--- src/rtl/unpack_pkt_arbiter.sv ---
// Packet-level round-robin arbiter that feeds one shared data_unpack from NUM_CH sources.
// A whole packet (sop..eop) is locked to one channel; stray non-sop words are drained while idle.
module unpack_pkt_arbiter #(
  parameter int NUM_CH = 4,
  parameter int CH_W   = $clog2(NUM_CH),
  parameter int DROP_W = 16
) (
  input  logic                 clk,
  input  logic                 rst,
  input  logic [NUM_CH-1:0]    req_valid,
  input  logic [NUM_CH*32-1:0] req_data,
  input  logic [NUM_CH-1:0]    req_sop,
  input  logic [NUM_CH-1:0]    req_eop,
  output logic [NUM_CH-1:0]    req_ready,
  output logic                 up_valid,
  output logic [31:0]          up_data,
  output logic                 up_sop,
  output logic                 up_eop,
  input  logic                 up_ready,
  output logic [CH_W-1:0]      grant_ch,
  output logic                 busy,
  output logic [DROP_W-1:0]    drop_cnt,
  output logic                 sop_err
);

  // Handshake: a word moves on a port in any cycle where its valid and ready are both 1.
  typedef enum logic {ST_IDLE, ST_LOCKED} state_t;

  state_t              r_state, w_state_nxt;
  logic [CH_W-1:0]     r_rr_ptr, w_rr_ptr_nxt;
  logic [CH_W-1:0]     r_grant_ch, w_grant_nxt;
  logic [DROP_W-1:0]   r_drop_cnt, w_drop_nxt;
  logic                r_sop_err, w_sop_err_nxt;

  logic                w_found;
  logic [CH_W-1:0]     w_win;
  logic [CH_W-1:0]     w_probe;
  logic [CH_W-1:0]     w_sel;
  logic                w_sel_act;
  logic [NUM_CH-1:0]   w_drain;
  logic [CH_W:0]       w_drain_n;
  logic [DROP_W:0]     w_drop_sum;
  logic                w_xfer;

  function automatic logic [CH_W-1:0] wrap_inc(input logic [CH_W-1:0] c);
    return (c == CH_W'(NUM_CH - 1)) ? '0 : c + 1'b1;
  endfunction

  // Round-robin search for a sop candidate starting at the pointer.
  always_comb begin
    w_found = 1'b0;
    w_win   = '0;
    w_probe = r_rr_ptr;
    for (int k = 0; k < NUM_CH; k++) begin
      if (!w_found && req_valid[w_probe] && req_sop[w_probe]) begin
        w_found = 1'b1;
        w_win   = w_probe;
      end
      w_probe = wrap_inc(w_probe);
    end
  end

  assign w_sel     = (r_state == ST_LOCKED) ? r_grant_ch : w_win;
  assign w_sel_act = (r_state == ST_LOCKED) || w_found;

  assign up_data  = req_data[32*w_sel +: 32];
  assign up_sop   = w_sel_act && req_sop[w_sel];
  assign up_eop   = w_sel_act && req_eop[w_sel];
  assign up_valid = !rst && w_sel_act && req_valid[w_sel];
  assign w_xfer   = up_valid && up_ready;

  // Draining only happens while idle and only when the unpacker would accept a word.
  always_comb begin
    w_drain   = '0;
    w_drain_n = '0;
    for (int i = 0; i < NUM_CH; i++) begin
      if (!rst && r_state == ST_IDLE && up_ready && req_valid[i] && !req_sop[i] &&
          !(w_found && w_win == CH_W'(i))) begin
        w_drain[i] = 1'b1;
      end
      w_drain_n = w_drain_n + (CH_W+1)'(w_drain[i]);
    end
  end

  always_comb begin
    req_ready = w_drain;
    if (!rst && w_sel_act) req_ready[w_sel] = up_ready;
  end

  assign w_drop_sum = {1'b0, r_drop_cnt} + (DROP_W+1)'(w_drain_n);
  assign w_drop_nxt = w_drop_sum[DROP_W] ? '1 : w_drop_sum[DROP_W-1:0];

  always_comb begin
    w_state_nxt   = r_state;
    w_rr_ptr_nxt  = r_rr_ptr;
    w_grant_nxt   = r_grant_ch;
    w_sop_err_nxt = 1'b0;
    case (r_state)
      ST_IDLE: begin
        if (w_xfer) begin
          w_grant_nxt = w_win;
          if (up_eop) w_rr_ptr_nxt = wrap_inc(w_win);
          else        w_state_nxt  = ST_LOCKED;
        end
      end
      ST_LOCKED: begin
        if (w_xfer) begin
          w_sop_err_nxt = up_sop;
          if (up_eop) begin
            w_state_nxt  = ST_IDLE;
            w_rr_ptr_nxt = wrap_inc(r_grant_ch);
          end
        end
      end
      default: w_state_nxt = ST_IDLE;
    endcase
  end

  always_ff @(posedge clk) begin
    if (rst) begin
      r_state    <= ST_IDLE;
      r_rr_ptr   <= '0;
      r_grant_ch <= '0;
      r_drop_cnt <= '0;
      r_sop_err  <= 1'b0;
    end else begin
      r_state    <= w_state_nxt;
      r_rr_ptr   <= w_rr_ptr_nxt;
      r_grant_ch <= w_grant_nxt;
      r_drop_cnt <= w_drop_nxt;
      r_sop_err  <= w_sop_err_nxt;
    end
  end

  assign grant_ch = r_grant_ch;
  assign busy     = (r_state == ST_LOCKED);
  assign drop_cnt = r_drop_cnt;
  assign sop_err  = r_sop_err;

endmodule

--- config.mk ---
export PLATFORM = sky130hd
export DESIGN_NAME = unpack_pkt_arbiter
export DESIGN_NICKNAME = d
export VERILOG_FILES = /design/src/rtl/unpack_pkt_arbiter.sv
export SDC_FILE = /design/constraint.sdc
export NUM_CORES = 1
export LEC_CHECK = 0
export BUFFER_PORTS_ARGS = -buffer_cell sky130_fd_sc_hd__buf_2
export CORE_UTILIZATION = 40
export CTS_CLUSTER_SIZE = 8
export DETAILED_ROUTE_END_ITERATION = 10
export GPL_TIMING_DRIVEN = 0
export PLACE_DENSITY_LB_ADDON = 0.08
export SLEW_MARGIN = 20
export SYNTH_ARGS = -nofsm -noshare
export SYNTH_HDL_FRONTEND = slang
export SYNTH_SLANG_ARGS = --single-unit
--- constraint.sdc ---
create_clock -name clk -period 5.5 [get_ports clk]
set_clock_uncertainty 0.05 [all_clocks]
set_input_delay 1.1 -clock clk [delete_from_list [all_inputs] [get_ports clk]]
set_output_delay 1.1 -clock clk [all_outputs]
set_load 0.03 [all_outputs]
==> results of run 1 <==
## state kept, by name, summed over array words and instances, names as in the netlist, named ones only
signal / flops
drop_cnt: 16
r_rr_ptr: 2
sop_err: 1
grant_ch: 2
## where the power goes
| part | internal (mW) | switching (mW) |
|---|---|---|
| combinational | 0.485 | 1.06 |
| sequential | 0.170 | 0.0132 |
| clock | 0.0972 | 0.0563 |
## placed cells by master, fill, tap and decap left out, types with 3 or more instances in the layout
cell type    n
buf_2      210
nand2_1     82
a31oi_1     35
a211oi_1    33
and2_1      32
dfxtp_1     21
nor2_1      20
a21oi_1     19
clkbuf_1    16
mux2i_1     10
nand3_1      9
xnor2_1      7
inv_1        7
ha_1         7
nand4_1      6
o21ai_0      6
nand3b_1     3
o21ai_1      3
and2_0       3
a31o_2       3
xor2_1       3
fa_1         3
clkbuf_8     3
## logic make-up (layout without fill, tap and decap cells)
kind of cell    Yosys count  in the layout  synth area share, %
flops                    22             22                 17.1
xor+xnor                 10             10                 3.39
buf+inv                  36            241                 6.11
simple gates            174            174                 32.5
fa+ha+maj                10             10                 5.72
mux                      12             12                 5.63
compound gates          114            114                 29.6
## worst register-to-register path, stage by stage (launching register included)
cell and delay [ns]:
dfxtp_2 0.42, ha_1 0.26, clkbuf_1 0.22, or4_1 0.59, nand4_1 0.17, nor2_1 0.07
or2_2 0.33, ha_1 0.22, a21oi_1 0.23, fa_1 0.46, inv_1 0.09, fa_1 0.19
inv_1 0.06, fa_1 0.42, nand2_1 0.09, nor2_1 0.06, nand4_1 0.19, nor2_2 0.10
nand3_1 0.17, clkbuf_1 0.39, a21oi_1 0.15
## what timing repair did
item                                    CTS  global route
endpoints found under the setup margin    0            10
hold endpoints to repair                  0             0
gates resized for setup                   0             4
## how the worst max path moves through the flow
stage	start	to	slack, ns	depth (start not counted)
finish	req_sop[1]	drop_cnt[11]	0.32	20
global route	req_sop[0]	drop_cnt[11]	0.007	20
CTS	req_sop[0]	drop_cnt[11]	0.24	20
detailed placement	req_sop[0]	drop_cnt[11]	-0.05	20
global placement	req_sop[0]	drop_cnt[3]	0.05	20
floorplan	req_sop[1]	drop_cnt[10]	0.70	19
## metal layers
layer | GRT usage, % | vias up | wire length (um)
met5 | 0 | - | 0
met4 | 4.56 | 0 | 128
met3 | 6.26 | 14 | 819
met2 | 46.4 | 164 | 4840
met1 | 34.0 | 1640 | 4180
li1 | - | 1778 | -
## stage by stage
step           util, %  setup slack [ns]  setup TNS, ns  total power [mW]  area (sq um)
2_1_floorplan        -             0.699              0              1.29          2580
3_3_place_gp      60.7            0.0516              0              1.70          3680
3_5_place_dp      60.7           -0.0450        -0.0520              1.71          3680
4_1_cts           61.9             0.236              0              1.87          3750
5_1_grt           62.2           0.00713              0              2.02          3770
6_report          62.2             0.318              0              1.88          3770
## layout make-up
type	instances	area (sq um)
Inverter	7	26.3
Timing Repair Buffer	201	1010
Tap cell	75	93.8
Fill cell	577	2290
Clock inverter	1	30.0
Sequential cell	22	442
Buffer	29	131
Clock buffer	3	41.3
Multi-Input combinational cell	320	2000
==> flow_metrics.tcl, run 1 <==
set metrics [dict create \
    grt_pass1_vias 3042 \
    ys.flop_type "dfxtp_1" \
    required_ns 5.58 \
    drt-initial-drc-count 127 \
    io_pins 202 \
    grt_first_pass_wirelength_mm 14.2 \
    gp_congestion 0.898 \
    root_buffer "clkbuf_8" \
    row_count 28 \
    htreeDepth 1 \
    cp-start-kind "input pin" \
    core_sq_um 6060 \
    critical-path-slowest-cell "or4_4" \
    synth_common_cells "nand2_1, a31oi_1, a211oi_1, and2_1, dfxtp_1" \
    crit_top_cell "fa_1" \
    synthTopCellsByArea "dfxtp_1, nand2_1, a211oi_1" \
    dp_hpwl_mm 8.16 \
    synth_cell_type_count 49 \
    rr_worst_depth 20 \
    num_vias 3596 \
    path_buf_inv 4 \
    clk_path_buf_depth 2 \
    report.final.slew_viol_count 0 \
    postCtsSetupBuffers 0 \
    globalRouteOverflowTotal 0 \
    grt_use_total_pct 26.8 \
    vdd_ir_drop_max_uv 343 \
    crit_chain "buf_2 -> and2_1 -> or4_4 -> nand4_1 -> nor2_1 -> or2_2 -> ha_1 -> a21oi_1 -> fa_1 -> inv_1 -> fa_1 -> inv_1 -> fa_1 -> nand2_1 -> nor2_1 -> nand4_1 -> nor2_2 -> nand3_1 -> clkbuf_1 -> a21oi_1" \
    syn-num-nets 531 \
    synth_seq_area_share_pct 17.1 \
    wl_per_cell_um 15.1 \
    end_kind "flip-flop" \
    clk_latency_ns 0.26 \
    firstDrtPassIters 4 \
    ys_warn_count 0 \
    hold_class "flip-flop to flip-flop" \
    synth-seq-cells 22 \
    synth_area_sq_um 2580 \
    cp_top_family "simple AND/OR/NAND/NOR gates" \
    synth_edf_count 0 \
    arrival_ns 5.26 \
    stdcell_count 658 \
    path_class "input pin to flip-flop" \
    io_buffers 201 \
    slew_headroom_pct 65.3 \
    hold_ws_ns 0.517 \
    clk_transition_reported_paths_ns 0.09 \
    max_freq_mhz 193 \
    synthToLayoutAreaGrowth_pct 46.0 \
    rsz0062_at_grt "no" \
    fin_crit_sh_pct 94.2 \
    min-delay-start "drop_cnt[14]" \
    antenna_found_initial 0 \
    antenna_left 0 \
    cp_max_fo 10 \
    drive_above_1_share_pct 39.6 \
    hold_viol 0 \
    drc 0 \
    die_y_um 82.3 \
    tightest_slew_ns 0.521 \
    avgSynthCellArea_sq_um 6.83 \
    whs_endpoint "drop_cnt[14]" \
    rrSetupSlack_ns 0.44 \
    die_area_sq_um 6770 \
    outcome "finished, final reports clean" \
    cts_tree "built" \
    numCtsBuffers 3 \
    setup_viol 0 \
    synth_top_area_cell "dfxtp_1" \
    async_flop_share_pct 0 \
    dp.cells 654 \
    cts_hold_buf 0 \
    powerDensity_nw_per_um2 498 \
    whs_path_depth 2 \
    die_width_um 82.3 \
    synthCells 378 \
    viasPerCell 5.47 \
    r2r_end "drop_cnt[11]" \
    fin_crit_ns 5.18 \
    antenna_cells 0 \
    cts_sinks 22 \
    power_leakage_nw 1.82 \
    synth_top_area_share_pct 17.1 \
    cpPeakStageDelay_ns 0.49 \
    grt_max_degree 14 \
    r2r_start "r_rr_ptr[1]" \
    synthMostInstantiatedCell "nand2_1" \
    start_util_pct 42.6 \
    maxCapViolCount 0 \
    nNetsFinal 737 \
    routed_wl_mm 9.96 \
]
No activity file was read; power rests on OpenSTA's default activity.
==> run 2, diff against run 1 <==
--- a/config.mk
+++ b/config.mk
@@ -8,3 +8,3 @@
 export BUFFER_PORTS_ARGS = -buffer_cell sky130_fd_sc_hd__buf_2
-export CORE_UTILIZATION = 40
+export CORE_UTILIZATION = 30
 export CTS_CLUSTER_SIZE = 8
==> constraint.sdc (replaced) <==
create_clock -name clk -period 5.5 [get_ports clk]
set_clock_uncertainty 0.05 [all_clocks]
set_input_delay 0.825 -clock clk [delete_from_list [all_inputs] [get_ports clk]]
set_output_delay 0.825 -clock clk [all_outputs]
set_load 0.03 [all_outputs]
==> flow_metrics.tcl, run 2 (synthesized netlist as in run 1, its figures left out) <==
set metrics [dict create \
    outcome "finished, final reports clean" \
    final_common_cell "buf_2" \
    cp-start-kind "flip-flop" \
    vdd_ir_drop_max_uv 211 \
    io_buffers 201 \
    hold_class "flip-flop to flip-flop" \
    maxCapViolCount 0 \
    final_cell_mix "buf_2, nand2_1, a31oi_1" \
    power_leakage_nw 1.81 \
    grt_use_total_pct 22.2 \
    die_area_sq_um 8970 \
    regArea_sq_um 442 \
    fin_crit_sh_pct 91.8 \
    cp_max_fo 10 \
    drt-initial-drc-count 137 \
    clk_transition_reported_paths_ns 0.08 \
    finalSetupTns_ns 0 \
    required_ns 5.64 \
    end_kind "flip-flop" \
    nNetsFinal 737 \
    gp_congestion 0.853 \
    routed_wl_mm 10.8 \
    antenna_found_initial 0 \
    numCtsBuffers 3 \
    dp_hpwl_mm 8.94 \
    drc 0 \
    root_buffer "clkbuf_8" \
    cts_tree "built" \
    max_freq_mhz 198 \
    globalRouteOverflowTotal 0 \
    start_util_pct 31.2 \
    rr_worst_depth 20 \
    multi_input_area_sq_um 2000 \
    drive_above_1_share_pct 39.8 \
    firstDrtPassIters 4 \
    clk_path_buf_depth 2 \
    rsz0062_at_grt "no" \
    dpl-instance-area_sq_um 3720 \
    arrival_ns 5.19 \
    clk_latency_ns 0.26 \
    whs_path_depth 2 \
    grt_max_degree 13 \
    powerDensity_nw_per_um2 492 \
    antenna_left 0 \
    htreeDepth 1 \
    num_vias 3576 \
    core_sq_um 8260 \
    slew_headroom_pct 65.3 \
    grt_pass1_vias 3110 \
    io_pins 202 \
    path_class "flip-flop to flip-flop" \
    design_area_sq_um 3790 \
    die_y_um 94.7 \
    die_width_um 94.7 \
    cts_hold_buf 0 \
    grt_first_pass_wirelength_mm 15.8 \
    setup_viol 0 \
    row_count 33 \
    largest_register_ffs 16 \
    tightest_slew_ns 0.520 \
    viasPerCell 5.20 \
    hold_viol 0 \
    fillers 891 \
    wl_per_cell_um 15.7 \
    antenna_cells 0 \
    report.final.slew_viol_count 0 \
    cts_sinks 22 \
    fin_crit_ns 5.05 \
    synthToLayoutAreaGrowth_pct 47.0 \
]
run 2: path summary, 6_finish.rpt:
path	from	endpoint	slack, ns
setup / recovery	r_rr_ptr[1]	drop_cnt[7]	0.45
hold / removal	drop_cnt[14]	drop_cnt[14]	0.51
setup reg to reg	r_rr_ptr[1]	drop_cnt[7]	0.45
hold reg to reg	drop_cnt[14]	drop_cnt[14]	0.51
run 2: per-stage QoR:
stage               utilization [%]  cells  setup WS (ns)  power, mW  hold slack, ns
floorplan                         -    378          0.974       1.29           0.509
detailed placement             45.0    684          0.169       1.75           0.505
global route                   45.9    688         0.0490       2.00           0.543
CTS                            45.7    688          0.153       1.87           0.515
finish                         45.9    688          0.451       1.87           0.509
global placement               45.0    684          0.221       1.75           0.494
run 2: layout make-up:
class,instances,area share [%]
repair buffers,201,26.5
plain buffers,29,3.50
flip-flops and latches,22,11.6
inverters,7,0.693
well taps,105,3.46
multi-input cells,320,52.7
clock buffers,4,1.45
run 2: power breakdown:
group          leakage, nW  internal, mW  switching [mW]
Clock               0.0288        0.0638          0.0523
Sequential           0.178         0.170          0.0140
Combinational         1.61         0.484            1.08
run 2: what timing repair did:
item	4_1_cts	5_1_grt
setup endpoints to repair	0	14
buffers inserted	0	0
resized for setup	0	7
run 2: worst max-delay path, stage by stage (launching register included):
cell and delay (ns):
dfxtp_2 0.44, ha_1 0.26, clkbuf_1 0.21, or4_1 0.59
nand4_1 0.17, a31oi_1 0.20, inv_1 0.13, ha_1 0.16
a21oi_1 0.12, fa_1 0.51, inv_1 0.05, fa_1 0.42
inv_1 0.08, fa_1 0.22, nand2_1 0.07, nor2_1 0.19
nand4_1 0.28, nor2_4 0.23, nand3_1 0.17, clkbuf_2 0.25
a21oi_1 0.16
run 2: routing by layer:
metal  share of wire, %  wire [um]  vias to the layer above  track usage (%)
li1                   -          -                     1780                -
met1                 43       4660                     1671             29.4
met2                 50       5360                      117             37.6
met3                6.3        681                        8             3.14
met4               0.94        101                        0             5.43
met5                  0          0                        -                0
==> run 3, diff against run 2 <==
==> constraint.sdc (replaced) <==
create_clock -name clk -period 5.5 [get_ports clk]
set_clock_uncertainty 0.05 [all_clocks]
set_input_delay 1.1 -clock clk [delete_from_list [all_inputs] [get_ports clk]]
set_output_delay 1.1 -clock clk [all_outputs]
set_load 0.03 [all_outputs]
==> flow_metrics.tcl, run 3 (synthesized netlist as in run 1, its figures left out) <==
set metrics [dict create \
    globalRouteOverflowTotal 0 \
    dp_hpwl_mm 8.94 \
    utilization_pct 46.1 \
    grt_pass1_vias 3110 \
    routed_wl_mm 10.8 \
    report.final.slew_viol_count 0 \
    setup_viol 0 \
    synthToLayoutAreaGrowth_pct 47.7 \
    cts_sinks 22 \
    io_buffers 201 \
    critPathLaunch "req_valid[2]" \
    stdcell_count 689 \
    max_freq_mhz 196 \
    grt_max_degree 13 \
    numCtsBuffers 3 \
    viasPerCell 5.22 \
    switching_power_mw 1.15 \
    rsz0062_at_grt "no" \
    start_util_pct 31.2 \
    required_ns 5.64 \
    path_class "input pin to flip-flop" \
    multi_input_area_sq_um 2010 \
    clk_path_buf_depth 2 \
    firstDrtPassIters 4 \
    wl_per_cell_um 15.7 \
    drt-initial-drc-count 125 \
    vdd_ir_drop_max_uv 211 \
    clk_transition_reported_paths_ns 0.08 \
    drc 0 \
    p_int_mw 0.720 \
    drive_above_1_share_pct 40.2 \
    fillers 886 \
    antenna_left 0 \
    cts_hold_buf 0 \
    cp_max_fo 10 \
    pre_cts_slack_ns -0.106 \
    pwr-share-clk_pct 6.2 \
    core_sq_um 8260 \
    clk_latency_ns 0.26 \
    power_leakage_nw 1.82 \
    tightest_slew_ns 0.511 \
    outcome "finished, final reports clean" \
    maxCapViolCount 0 \
    gp_congestion 0.853 \
    nNetsFinal 738 \
    switching_share_pct 61.5 \
    hold_class "flip-flop to flip-flop" \
    dp.cells 684 \
    powerDensity_nw_per_um2 491 \
    dpl-instance-area_sq_um 3720 \
    io_pins 202 \
    die_y_um 94.7 \
    end_kind "flip-flop" \
    root_buffer "clkbuf_8" \
    antenna_cells 0 \
    num_vias 3596 \
    antenna_found_initial 0 \
    fin_crit_ns 5.10 \
    hold_viol 0 \
    regArea_sq_um 442 \
    grt_first_pass_wirelength_mm 15.8 \
    die_width_um 94.7 \
    design_area_sq_um 3810 \
    p_comb_share_pct 83.9 \
    largest_register_ffs 16 \
    r2r_start "r_rr_ptr[1]" \
    htreeDepth 1 \
    min-delay-start "drop_cnt[14]" \
    cp-start-kind "input pin" \
    die_area_sq_um 8970 \
    final_common_cell "buf_2" \
    share_seq_of_total_power_pct 9.8 \
    final_cell_mix "buf_2, nand2_1, a31oi_1" \
    cts_tree "built" \
    grt_use_total_pct 22.2 \
    row_count 33 \
    slew_headroom_pct 65.9 \
    arrival_ns 5.24 \
    fin_crit_sh_pct 92.8 \
    setup_ws_ns 0.399 \
]
-- run 3: changes by cell type in the layout (fill, tap and decap cells not counted) --
cell and delta:
a21oi_1 -1, a21oi_2 +1, a31oi_1 -1, a31oi_2 +1
buf_4 +1
-- run 3: routing by layer --
metal / vias to the layer above / wire length, um / share of wire [%] / global-route usage, %
li1: 1783 / - / - / -
met1: 1683 / 4620 / 43 / 29.4
met2: 122 / 5390 / 50 / 37.6
met3: 8 / 702 / 6.5 / 3.14
met4: 0 / 107 / 0.99 / 5.43
met5: - / 0 / 0 / 0
-- run 3: path summary, 6_finish.rpt --
| check | endpoint | slack [ns] | cells past startpoint |
|---|---|---|---|
| worst max-delay path | drop_cnt[7] | 0.40 | 19 |
| worst min-delay path | drop_cnt[14] | 0.51 | 2 |
| worst max register to register | drop_cnt[7] | 0.55 | 20 |
| worst min register to register | drop_cnt[14] | 0.51 | 2 |
-- run 3: stage by stage --
stage	hold slack [ns]	power (mW)	TNS, ns
floorplan	0.509	1.29	0
global placement	0.494	1.75	-0.492
detailed placement	0.505	1.75	-0.787
CTS	0.515	1.87	0
global route	0.543	2.01	0
finish	0.509	1.87	0
-- run 3: worst max-delay path, cell delays in order --
cell and delay, ns:
buf_2 0.13, nand2_1 0.14, mux4_2 0.54, o32ai_1 0.21, or2_2 0.24, ha_1 0.17
a21oi_2 0.08, fa_1 0.51, inv_1 0.05, fa_1 0.42, inv_1 0.08, fa_1 0.22
nand2_1 0.07, nor2_1 0.19, nand4_1 0.27, nor2_4 0.22, nand3_1 0.17, clkbuf_2 0.25
a21oi_1 0.17
-- run 3: cell type report --
class / count / share of cell area [%]
repair buffers: 202 / 26.6
flip-flops and latches: 22 / 11.6
inverters: 7 / 0.690
multi-input cells: 320 / 52.7
clock buffers: 4 / 1.44
plain buffers: 29 / 3.48
well taps: 105 / 3.45
-- run 3: power by group through the flow --
stage          Sequential (mW)  Combinational (mW)  Clock [mW]
3_3_place_gp             0.188                1.56           0
5_1_grt                  0.186                1.70       0.127
2_1_floorplan            0.200                1.09           0
6_report                 0.184                1.57       0.116
3_5_place_dp             0.188                1.56           0
4_1_cts                  0.184                1.56       0.122
-- run 3: what timing repair did --
action | CTS | global route
setup endpoints to repair | 0 | 14
resized for setup | 0 | 9
buffers inserted | 0 | 1
